$ cat src/rtl/byte_store_arbiter.sv
// Two-requester round-robin arbiter in front of a single-byte store.
// Define BYTE_STORE_ARB_TIMEOUT_EN to give up on reads after TIMEOUT_CYC cycles (err pulse).
module byte_store_arbiter #(
  parameter int unsigned TIMEOUT_CYC = 4
) (
  input  logic       clk,
  input  logic       rst,
  input  logic       req0,
  input  logic       req1,
  input  logic       wr0,
  input  logic       wr1,
  input  logic [7:0] wdata0,
  input  logic [7:0] wdata1,
  output logic       gnt0,
  output logic       gnt1,
  output logic       done0,
  output logic       done1,
  output logic [7:0] rdata,
  output logic       err,
  output logic       st_read_enable,
  output logic       st_write_enable,
  output logic [7:0] st_data_in,
  input  logic [7:0] st_data_out,
  input  logic       st_output_enable
);

  typedef enum logic [1:0] {IDLE, WRITE, READ, DONE} state_e;

  state_e     state_q, state_d;
  logic       owner_q, owner_d;
  logic       lastServed_q, lastServed_d;
  logic [7:0] wdata_q, wdata_d;
  logic [7:0] rdata_q, rdata_d;

`ifdef BYTE_STORE_ARB_TIMEOUT_EN
  localparam int CntW = ($clog2(TIMEOUT_CYC) < 3) ? 3 : $clog2(TIMEOUT_CYC);
  logic [CntW-1:0] waitCnt_q, waitCnt_d;
  logic            timedOut_q, timedOut_d;
`endif

  always_ff @(posedge clk or posedge rst) begin
    if (rst) begin
      state_q      <= IDLE;
      owner_q      <= 1'b0;
      lastServed_q <= 1'b1;
      wdata_q      <= 8'h00;
      rdata_q      <= 8'h00;
`ifdef BYTE_STORE_ARB_TIMEOUT_EN
      waitCnt_q    <= '0;
      timedOut_q   <= 1'b0;
`endif
    end else begin
      state_q      <= state_d;
      owner_q      <= owner_d;
      lastServed_q <= lastServed_d;
      wdata_q      <= wdata_d;
      rdata_q      <= rdata_d;
`ifdef BYTE_STORE_ARB_TIMEOUT_EN
      waitCnt_q    <= waitCnt_d;
      timedOut_q   <= timedOut_d;
`endif
    end
  end

  always_comb begin
    state_d         = state_q;
    owner_d         = owner_q;
    lastServed_d    = lastServed_q;
    wdata_d         = wdata_q;
    rdata_d         = rdata_q;
    st_read_enable  = 1'b0;
    st_write_enable = 1'b0;
    st_data_in      = 8'h00;
`ifdef BYTE_STORE_ARB_TIMEOUT_EN
    waitCnt_d       = waitCnt_q;
    timedOut_d      = timedOut_q;
`endif

    case (state_q)
      IDLE: begin
        if (req0 || req1) begin
          // On a tie the requester that was not served last wins.
          owner_d = (req0 && req1) ? ~lastServed_q : req1;
          wdata_d = owner_d ? wdata1 : wdata0;
          state_d = (owner_d ? wr1 : wr0) ? WRITE : READ;
`ifdef BYTE_STORE_ARB_TIMEOUT_EN
          waitCnt_d  = '0;
          timedOut_d = 1'b0;
`endif
        end
      end
      WRITE: begin
        st_write_enable = 1'b1;
        st_data_in      = wdata_q;
        state_d         = DONE;
      end
      READ: begin
        st_read_enable = 1'b1;
        if (st_output_enable) begin
          rdata_d = st_data_out;
          state_d = DONE;
        end
`ifdef BYTE_STORE_ARB_TIMEOUT_EN
        else if (waitCnt_q == CntW'(TIMEOUT_CYC - 1)) begin
          timedOut_d = 1'b1;
          state_d    = DONE;
        end else begin
          waitCnt_d = waitCnt_q + 1'b1;
        end
`endif
      end
      DONE: begin
        lastServed_d = owner_q;
        state_d      = IDLE;
      end
      default: state_d = IDLE;
    endcase
  end

  // Grant and done decode straight from state so reset clears them immediately.
  assign gnt0  = (state_q != IDLE) && !owner_q;
  assign gnt1  = (state_q != IDLE) &&  owner_q;
  assign done0 = (state_q == DONE) && !owner_q;
  assign done1 = (state_q == DONE) &&  owner_q;
  assign rdata = rdata_q;

`ifdef BYTE_STORE_ARB_TIMEOUT_EN
  assign err = (state_q == DONE) && timedOut_q;
`else
  assign err = 1'b0;
`endif

endmodule

$ cat config.mk
export PLATFORM = sky130hd
export DESIGN_NAME = byte_store_arbiter
export DESIGN_NICKNAME = d
export VERILOG_FILES = /design/src/rtl/byte_store_arbiter.sv
export SDC_FILE = /design/constraint.sdc
export NUM_CORES = 1
export LEC_CHECK = 0
export CORE_MARGIN = 1
export CORE_UTILIZATION = 55
export CTS_CLUSTER_DIAMETER = 120
export CTS_CLUSTER_SIZE = 10
export DETAILED_ROUTE_END_ITERATION = 12
export DONT_BUFFER_PORTS = 1
export GPL_TIMING_DRIVEN = 0
export PLACE_DENSITY = 0.71
export RECOVER_POWER = 25
export SYNTH_ARGS = -nofsm -noshare
export SYNTH_HDL_FRONTEND = slang
export SYNTH_SLANG_ARGS = --single-unit
$ cat constraint.sdc
create_clock -name clk -period 2.2 [get_ports clk]
set_clock_uncertainty 0.1 [all_clocks]
set_input_delay 0.44 -clock clk [delete_from_list [all_inputs] [get_ports clk]]
set_output_delay 0.44 -clock clk [all_outputs]
set_load 0.05 [all_outputs]
* After elaboration in Yosys (flattened, before gate mapping)
Index checks and enable logic that the tools add are counted.
Word-level totals: register bits 20, bits of input ports 31, output and inout bits 23, logic and storage cells 33
Operators by class: eq/ne operators 5, mux-type cells 10, bitwise operators 1, reduce and logical (&&, ||, !) cells 12
Operators with widths (number):
- $mux W8 | 2
- $pmux W2 S4 | 1
- $mux W2 | 3
- $reduce_and A2 Y1 | 3
- $logic_and A1 B1 Y1 | 5
- $eq A2 B2 Y1 const B | 2
- $mux W1 | 4
- $ne A2 B2 Y1 const B | 2
- $eq A2 B1 Y1 const B | 1
- $logic_not A2 Y1 | 1
- $reduce_bool A2 Y1 | 1
- $logic_not A1 Y1 | 1
- $logic_or A1 B1 Y1 | 1
- $not A1 Y1 | 1

* Depth between registers and ports, before layout
Gate-level depths: netlist of the first run.
depth in word-level cells 6, depth in mapped cells 6, mapped depth without buffers 5

* Worst setup path before layout of the first run
OpenSTA, ideal clock, no wires.
path type reg-to-output, start point register state_q[1], end point output port st_data_in[0], data arrival time 1.536 ns, data required time 1.660 ns, setup slack 0.124 ns, cell stages (with the launch flop) 4, buffers on the path 0, cells stage by stage dfrtp_1 > inv_1 > ha_1 > and2_1
On the way: cells in the longest elaborated chain, start to end 2
RTL lines:
- from (decl) | RTL line 29 | state_e state_q, state_d;
- from (signal assigned) | RTL line 53 | state_q <= state_d;
- $eq A2 B1 Y1 | RTL line 79 | case (state_q)
- $mux W8 | RTL line 79
- to (decl) | RTL line 22 | output logic [7:0] st_data_in,
No other way between the ends.

* Worst setup path in the final report of the first run
start point register state_q[0], end point output port gnt1
On the way: cells in the longest elaborated chain, start to end 2
RTL lines:
- $reduce_bool A2 Y1 | RTL line 122 | assign gnt1 = (state_q != IDLE) && owner_q;
- $logic_and A1 B1 Y1 | RTL line 122
- to (decl) | RTL line 15 | output logic gnt1,
No other way between the ends.

==> impl_metrics.py, run 1 <==
metrics = {
    "status": {
        "status": "completed",
    },
    "place": {
        "portBuffers": 0,
        "dp_cells": 120,
        "pre_cts_ws_ps": -41.3,
        "dp.final_hpwl_mm": 1.33,
        "gp_routability_congestion": 0.667,
    },
    "cells_and_area": {
        "diodes": 0,
        "finish.net_count": 136,
        "postLayoutCoreUtil_pct": 65.2,
        "nFillCells": 174,
        "stdcell_count": 124,
        "area_of_combinational_cells_with_multiple_inputs_um2": 543,
        "area.sequential_um2": 502,
        "area.growth.synth_to_final_pct": 9.27,
        "final_layout_size_suffix_gt1_share_pct": 31.3,
    },
    "global_route": {
        "grt_pass1_wl_mm": 2.75,
        "grt.total_usage_pct": 18.8,
        "first_global_vias": 640,
        "global_route.overflow_total": 0,
        "grt_max_degree": 21,
        "grt_antenna_before_repair": 0,
    },
    "sta": {
        "final-hold-violation-count": 0,
        "min_period_over_period_pct": 98.7,
        "rsz0062_at_grt": "yes",
        "final_period_minus_worst_setup_slack_ps": 2170,
        "worst_hold_slack_ps": 43.7,
        "slew_viol_final": 0,
        "final_critical_path_setup_slack_ps": 27.6,
        "worstMarginPinSlew_ps": 728,
        "timing.fmax_mhz": 460,
        "max-slew-margin-rel_pct": 51.4,
        "timing.final.setup_violations": 0,
    },
    "flow_run": {
        "cap_violations": 0,
    },
    "critical_path": {
        "startpoint_type": "flip-flop",
        "critPathCaptureType": "primary output",
        "cp_data_arrival_time_ps": 1630,
        "path_class": "flip-flop to primary output",
        "worst_ep_required_time_ps": 1660,
        "r2r_start": "state_q[0]",
        "setup.worst_path.start": "state_q[0]",
        "critPathMaxFanout": 6,
    },
    "cts": {
        "worst_skew_pair.late_latency_ps": 290,
        "ctsRootBufferMaster": "clkbuf_4",
        "post-cts-setup-buffers": 0,
        "cts.clk_slew.worst_paths_ps": 100,
        "post_cts_hold_buffer_count": 0,
        "number_of_clock_sinks": 20,
        "tritoncts": "done",
        "cts.path.max_buffers": 2,
        "cts.htree.levels": 1,
        "cts-buffers-inserted": 3,
    },
    "yosys": {
        "gate_count_of_the_mapped_netlist": 95,
        "ys_warn_count": 0,
        "synth-seq-area-share_pct": 47.7,
        "avg_inst_size_synth_um2": 11.1,
        "synth_fp_nets": 131,
        "post_synth_num_cell_types": 23,
        "syn-cell-area_mm2": 0.00105,
        "ys_seq_elements": 20,
    },
    "detailed_routing": {
        "drt-vias-per-instance": 5.35,
        "antenna_violating_nets_post_route": 0,
        "drtPass1Iterations": 4,
        "wirelength_mm": 1.79,
        "routed-via-count": 663,
        "drt-wirelength-per-cell_um": 14.4,
        "drt_iter0_markers": 10,
        "drc": 0,
    },
    "floorplan": {
        "i_o_pin_count": 54,
        "rows": 15,
        "start_util_pct": 59.6,
        "die_area_mm2": 0.00209,
        "core_mm2": 0.00176,
        "die-width_um": 45.7,
        "fp.dieH_um": 45.7,
    },
    "worst_hold_path": {
        "worstHoldPathType": "input pin to asynchronous set/reset pin",
    },
}
[sequential cells by signal, summed over array words and instances (netlist names)]
signal        cells
lastServed_q      1
state_q           2
wdata_q           8
rdata             8
owner_q           1
[layer usage]
layer / wire [um] / track usage (%) / vias up
met5: 0 / 0 / -
met4: 0 / 3.53 / 0
met3: 169 / 6.75 / 0
met2: 817 / 32.6 / 37
met1: 802 / 22.7 / 298
li1: - / - / 328
[area by class of cell]
cell class / instances / area share, %
Clock buffer: 4 / 3.16
Multi-Input combinational cell: 69 / 47.2
Sequential cell: 20 / 43.6
Tap cell: 25 / 2.72
Inverter: 3 / 0.979
Buffer: 3 / 2.29
[per-stage QoR]
stage,instance area [um^2],TNS [ps]
4_1_cts,1150,0
5_1_grt,1150,-149
2_1_floorplan,1050,0
3_3_place_gp,1080,-43.0
6_report,1150,0
3_5_place_dp,1080,-267
[Yosys cell counts (all sizes together)]
| library cell | n | area [um^2] |
|---|---|---|
| o21a | 1 | 7.51 |
| inv | 3 | 11.3 |
| ha | 5 | 62.6 |
| nor2 | 1 | 3.75 |
| a21boi | 1 | 11.3 |
| nand3 | 1 | 5.00 |
| a22o | 1 | 10.0 |
| and2 | 9 | 56.3 |
| dfrtp | 19 | 475 |
| buf | 3 | 26.3 |
| mux2 | 9 | 101 |
| conb | 1 | 3.75 |
| nor2b | 3 | 18.8 |
| or3b | 1 | 8.76 |
| dfstp | 1 | 26.3 |
| nand2 | 9 | 33.8 |
| o211ai | 1 | 7.51 |
| nor3b | 1 | 7.51 |
| mux2i | 9 | 90.1 |
| nand2b | 4 | 25.0 |
| o21ai | 12 | 60.1 |
[logic make-up after synthesis]
kind of cell	count (synthesis)	synth area share [%]
and+or+nand+nor	29	15.1
DFF	20	47.7
muxes	18	18.2
AOI/OAI and AO/OA	16	9.16
buffers and inverters	6	3.57
adders and majority gates	5	5.95
other	1	0.356
[layout by cell type, fill, tap and decap left out, types with 2 or more instances in the layout]
master / Yosys / final
o21ai_1: 2 / 2
buf_4: 2 / 2
mux2_2: 9 / 9
ha_1: 5 / 4
nand2b_1: 4 / 4
o21ai_0: 10 / 10
mux2i_1: 9 / 9
nand2_1: 9 / 9
nor2b_2: 0 / 2
dfrtp_1: 19 / 19
inv_1: 3 / 3
clkbuf_4: 0 / 3
and2_2: 0 / 8
[worst paths after layout]
path	to	slack [ps]	cells after the start
hold reg to reg	wdata_q[5]	380	2
max in group asynchronous	wdata_q[3]	1500	1
min in group clk	rdata[7]	190	1
setup / recovery	gnt1	30	3
hold / removal	rdata[1]	40	1
setup reg to reg	rdata[5]	120	4
[what timing repair did]
item                       CTS  global route
resized for setup           13             0
pin swaps                    0             0
setup endpoints to repair   11             2
[worst max-delay path, stage by stage, from the launching register on]
cell	delay (ps)
dfrtp_1	460
inv_1	120
ha_1	290
nor2b_2	480
Power of run 1 is left out: the tool's default activity adds up to more than one toggle a clock period on the data nets, which glitch-free logic cannot reach.
==> run 2, diff against run 1 <==
--- a/config.mk
+++ b/config.mk
@@ -5,6 +5,7 @@
 export SDC_FILE = /design/constraint.sdc
 export NUM_CORES = 1
 export LEC_CHECK = 0
+export ABC_AREA = 1
 export CORE_MARGIN = 1
 export CORE_UTILIZATION = 55
 export CTS_CLUSTER_DIAMETER = 120
@@ -14,6 +15,7 @@
 export GPL_TIMING_DRIVEN = 0
 export PLACE_DENSITY = 0.71
 export RECOVER_POWER = 25
+export REMOVE_ABC_BUFFERS = 1
 export SYNTH_ARGS = -nofsm -noshare
 export SYNTH_HDL_FRONTEND = slang
 export SYNTH_SLANG_ARGS = --single-unit
==> run 2 against run 1 <==
Sequential share of layout area down 0.42 points. Synthesized area up 0.24%. Cell area up 0.98%. Via count up 20%. Final cell count up 19%. Largest cell class is now registers. Global-route usage up 1.2 points. Routed wire length up 12%. First-iteration DRC count up 70%. Synthesized cell count up 29%.
==> impl_metrics.py, run 2 <==
metrics = {
    "yosys": {
        "gate_count_of_the_mapped_netlist": 123,
        "asyncSetResetFlopFracSynth_pct": 100,
        "ys_warn_count": 0,
        "synthMostInstantiatedCell": "nand2_1",
        "post_synth_num_cell_types": 20,
        "yosysTopAreaCellShare_pct": 45.1,
        "synth-seq-area-share_pct": 47.6,
        "ys_seq_elements": 20,
        "ys_top_cells_by_count": "nand2_1, dfrtp_1, inv_1, nor2_1",
        "synth-edff-count": 0,
        "ys_dominant_reg_cell": "dfrtp_1",
        "synth_area_leaders": "dfrtp_1, nand2_1, mux2_2",
        "syn-cell-area_mm2": 0.00105,
        "cell_type_with_the_largest_total_area_after_synthesis": "dfrtp_1",
        "avg_inst_size_synth_um2": 8.58,
    },
    "sta": {
        "final_period_minus_worst_setup_slack_ps": 2170,
        "slew_viol_final": 0,
        "min_period_over_period_pct": 98.4,
        "rsz0062_at_grt": "yes",
        "max-slew-margin-rel_pct": 51.2,
        "worst_hold_slack_ps": 30.2,
        "timing.fmax_mhz": 462,
        "timing.final.setup_violations": 0,
        "final-hold-violation-count": 0,
        "worstMarginPinSlew_ps": 728,
    },
    "detailed_routing": {
        "drt-vias-per-instance": 5.38,
        "drc": 0,
        "drtPass1Iterations": 4,
        "antenna_violating_nets_post_route": 0,
        "drt_iter0_markers": 17,
        "routed-via-count": 796,
        "drt-wirelength-per-cell_um": 13.5,
        "wirelength_mm": 2.00,
    },
    "global_route": {
        "grt.total_usage_pct": 20.0,
        "grt_antenna_before_repair": 0,
        "grt_max_degree": 21,
        "global_route.overflow_total": 0,
        "first_global_vias": 701,
        "grt_pass1_wl_mm": 2.82,
    },
    "place": {
        "portBuffers": 0,
        "gp_routability_congestion": 0.705,
        "dp_cells": 144,
        "dp.final_hpwl_mm": 1.53,
    },
    "critical_path": {
        "reg2regPathDepth": 6,
        "startpoint_type": "flip-flop",
        "path_class": "flip-flop to primary output",
        "setup.worst_path.start": "state_q[0]",
        "worst_ep_required_time_ps": 1660,
        "rr_endpoint": "wdata_q[7]",
        "critPathCaptureType": "primary output",
        "cp_data_arrival_time_ps": 1630,
        "worst-r2r-setup-slack_ps": 210,
        "crit_end": "gnt1",
        "r2r_start": "state_q[0]",
        "critPathMaxFanout": 4,
    },
    "cts": {
        "number_of_clock_sinks": 20,
        "cts-buffers-inserted": 3,
        "worst_skew_pair.late_latency_ps": 300,
        "cts.clk_slew.worst_paths_ps": 110,
        "tritoncts": "done",
        "ctsRootBufferMaster": "clkbuf_4",
        "post-cts-setup-buffers": 0,
        "cts.htree.levels": 1,
        "cts.path.max_buffers": 2,
    },
    "cells_and_area": {
        "diodes": 0,
        "leading_cell_types_in_the_layout_fill_and_taps_excluded": "nand2_1, dfrtp_1, inv_1",
        "finish.net_count": 160,
        "layout_commonest_cell": "nand2_1",
        "area.growth.synth_to_final_pct": 10.1,
        "final_layout_size_suffix_gt1_share_pct": 24.4,
        "stdcell_count": 148,
        "nFillCells": 162,
    },
    "floorplan": {
        "die_area_mm2": 0.00210,
        "fp.dieH_um": 45.8,
        "core_mm2": 0.00176,
        "die-width_um": 45.8,
        "start_util_pct": 59.8,
        "rows": 15,
        "i_o_pin_count": 54,
    },
    "worst_hold_path": {
        "worstHoldPathType": "input pin to asynchronous set/reset pin",
    },
    "flow_run": {
        "cap_violations": 0,
    },
    "status": {
        "status": "completed",
    },
}
==> run 2: changes by cell type after synthesis, sizes merged, moves of 2 or more <==
| cell | before | now |
|---|---|---|
| nand2 | 9 | 31 |
| inv | 3 | 19 |
| nor2 | 1 | 12 |
| and2 | 9 | 0 |
| mux2i | 9 | 0 |
| o21ai | 12 | 18 |
| nand2b | 4 | 0 |
| nor2b | 3 | 0 |
| nand3 | 1 | 3 |
==> run 2: kinds of logic after synthesis <==
| kind of cell | synth area share [%] |
|---|---|
| fa+ha+maj | 5.93 |
| other cells | 0.356 |
| flops | 47.6 |
| simple gates | 19.0 |
| compound gates | 9.25 |
| mux | 8.54 |
| buf+inv | 9.37 |
==> run 2: worst min-delay path by stage <==
stage | end | slack, ps | cells past startpoint | start
floorplan | owner_q | 300 | 1 | rst
global placement | lastServed_q | 360 | 2 | lastServed_q
detailed placement | lastServed_q | 360 | 2 | lastServed_q
CTS | rdata[4] | 50 | 1 | rst
global route | rdata[0] | 80 | 1 | rst
finish | rdata[4] | 30 | 1 | rst
==> run 2: critical path, stage by stage (launching register included) <==
cell and delay [ps]:
dfrtp_1 460, inv_1 120, ha_1 280, nor2_2 470
==> run 2: per-stage QoR <==
stage               setup TNS (ps)  utilization, %  setup WS, ps  cell area [um^2]
finish                           0            65.8          34.3              1160
CTS                          -44.7            64.0         -44.7              1130
detailed placement           -12.0            60.0         -11.8              1060
global route                  -143            65.8         -66.5              1160
floorplan                        0               -           160              1030
global placement                 0            60.0          5.05              1060
==> run 2: layer usage <==
layer / part of all wire, % / global-route usage [%] / wire length (um)
met5: 0 / 0 / 0
met3: 6.4 / 5.95 / 127
met1: 37 / 19.7 / 735
met2: 55 / 38.0 / 1110
met4: 1.5 / 8.82 / 29
==> run 2: final cells by class <==
type	count	area, um^2	share of cell area, %
clock buffers	3	22.5	1.94
clock inverters	1	30.0	2.59
inverters	19	101	8.73
multi-input cells	80	474	40.8
flip-flops and latches	20	502	43.2
well taps	25	31.3	2.69
==> run 2: repair_timing <==
action | 4_1_cts | 5_1_grt
gates resized for setup | 4 | 9
pin swaps | 0 | 0
hold buffers | 0 | 0
setup endpoints to repair | 10 | 11
Power of run 2 is left out for the same reason.
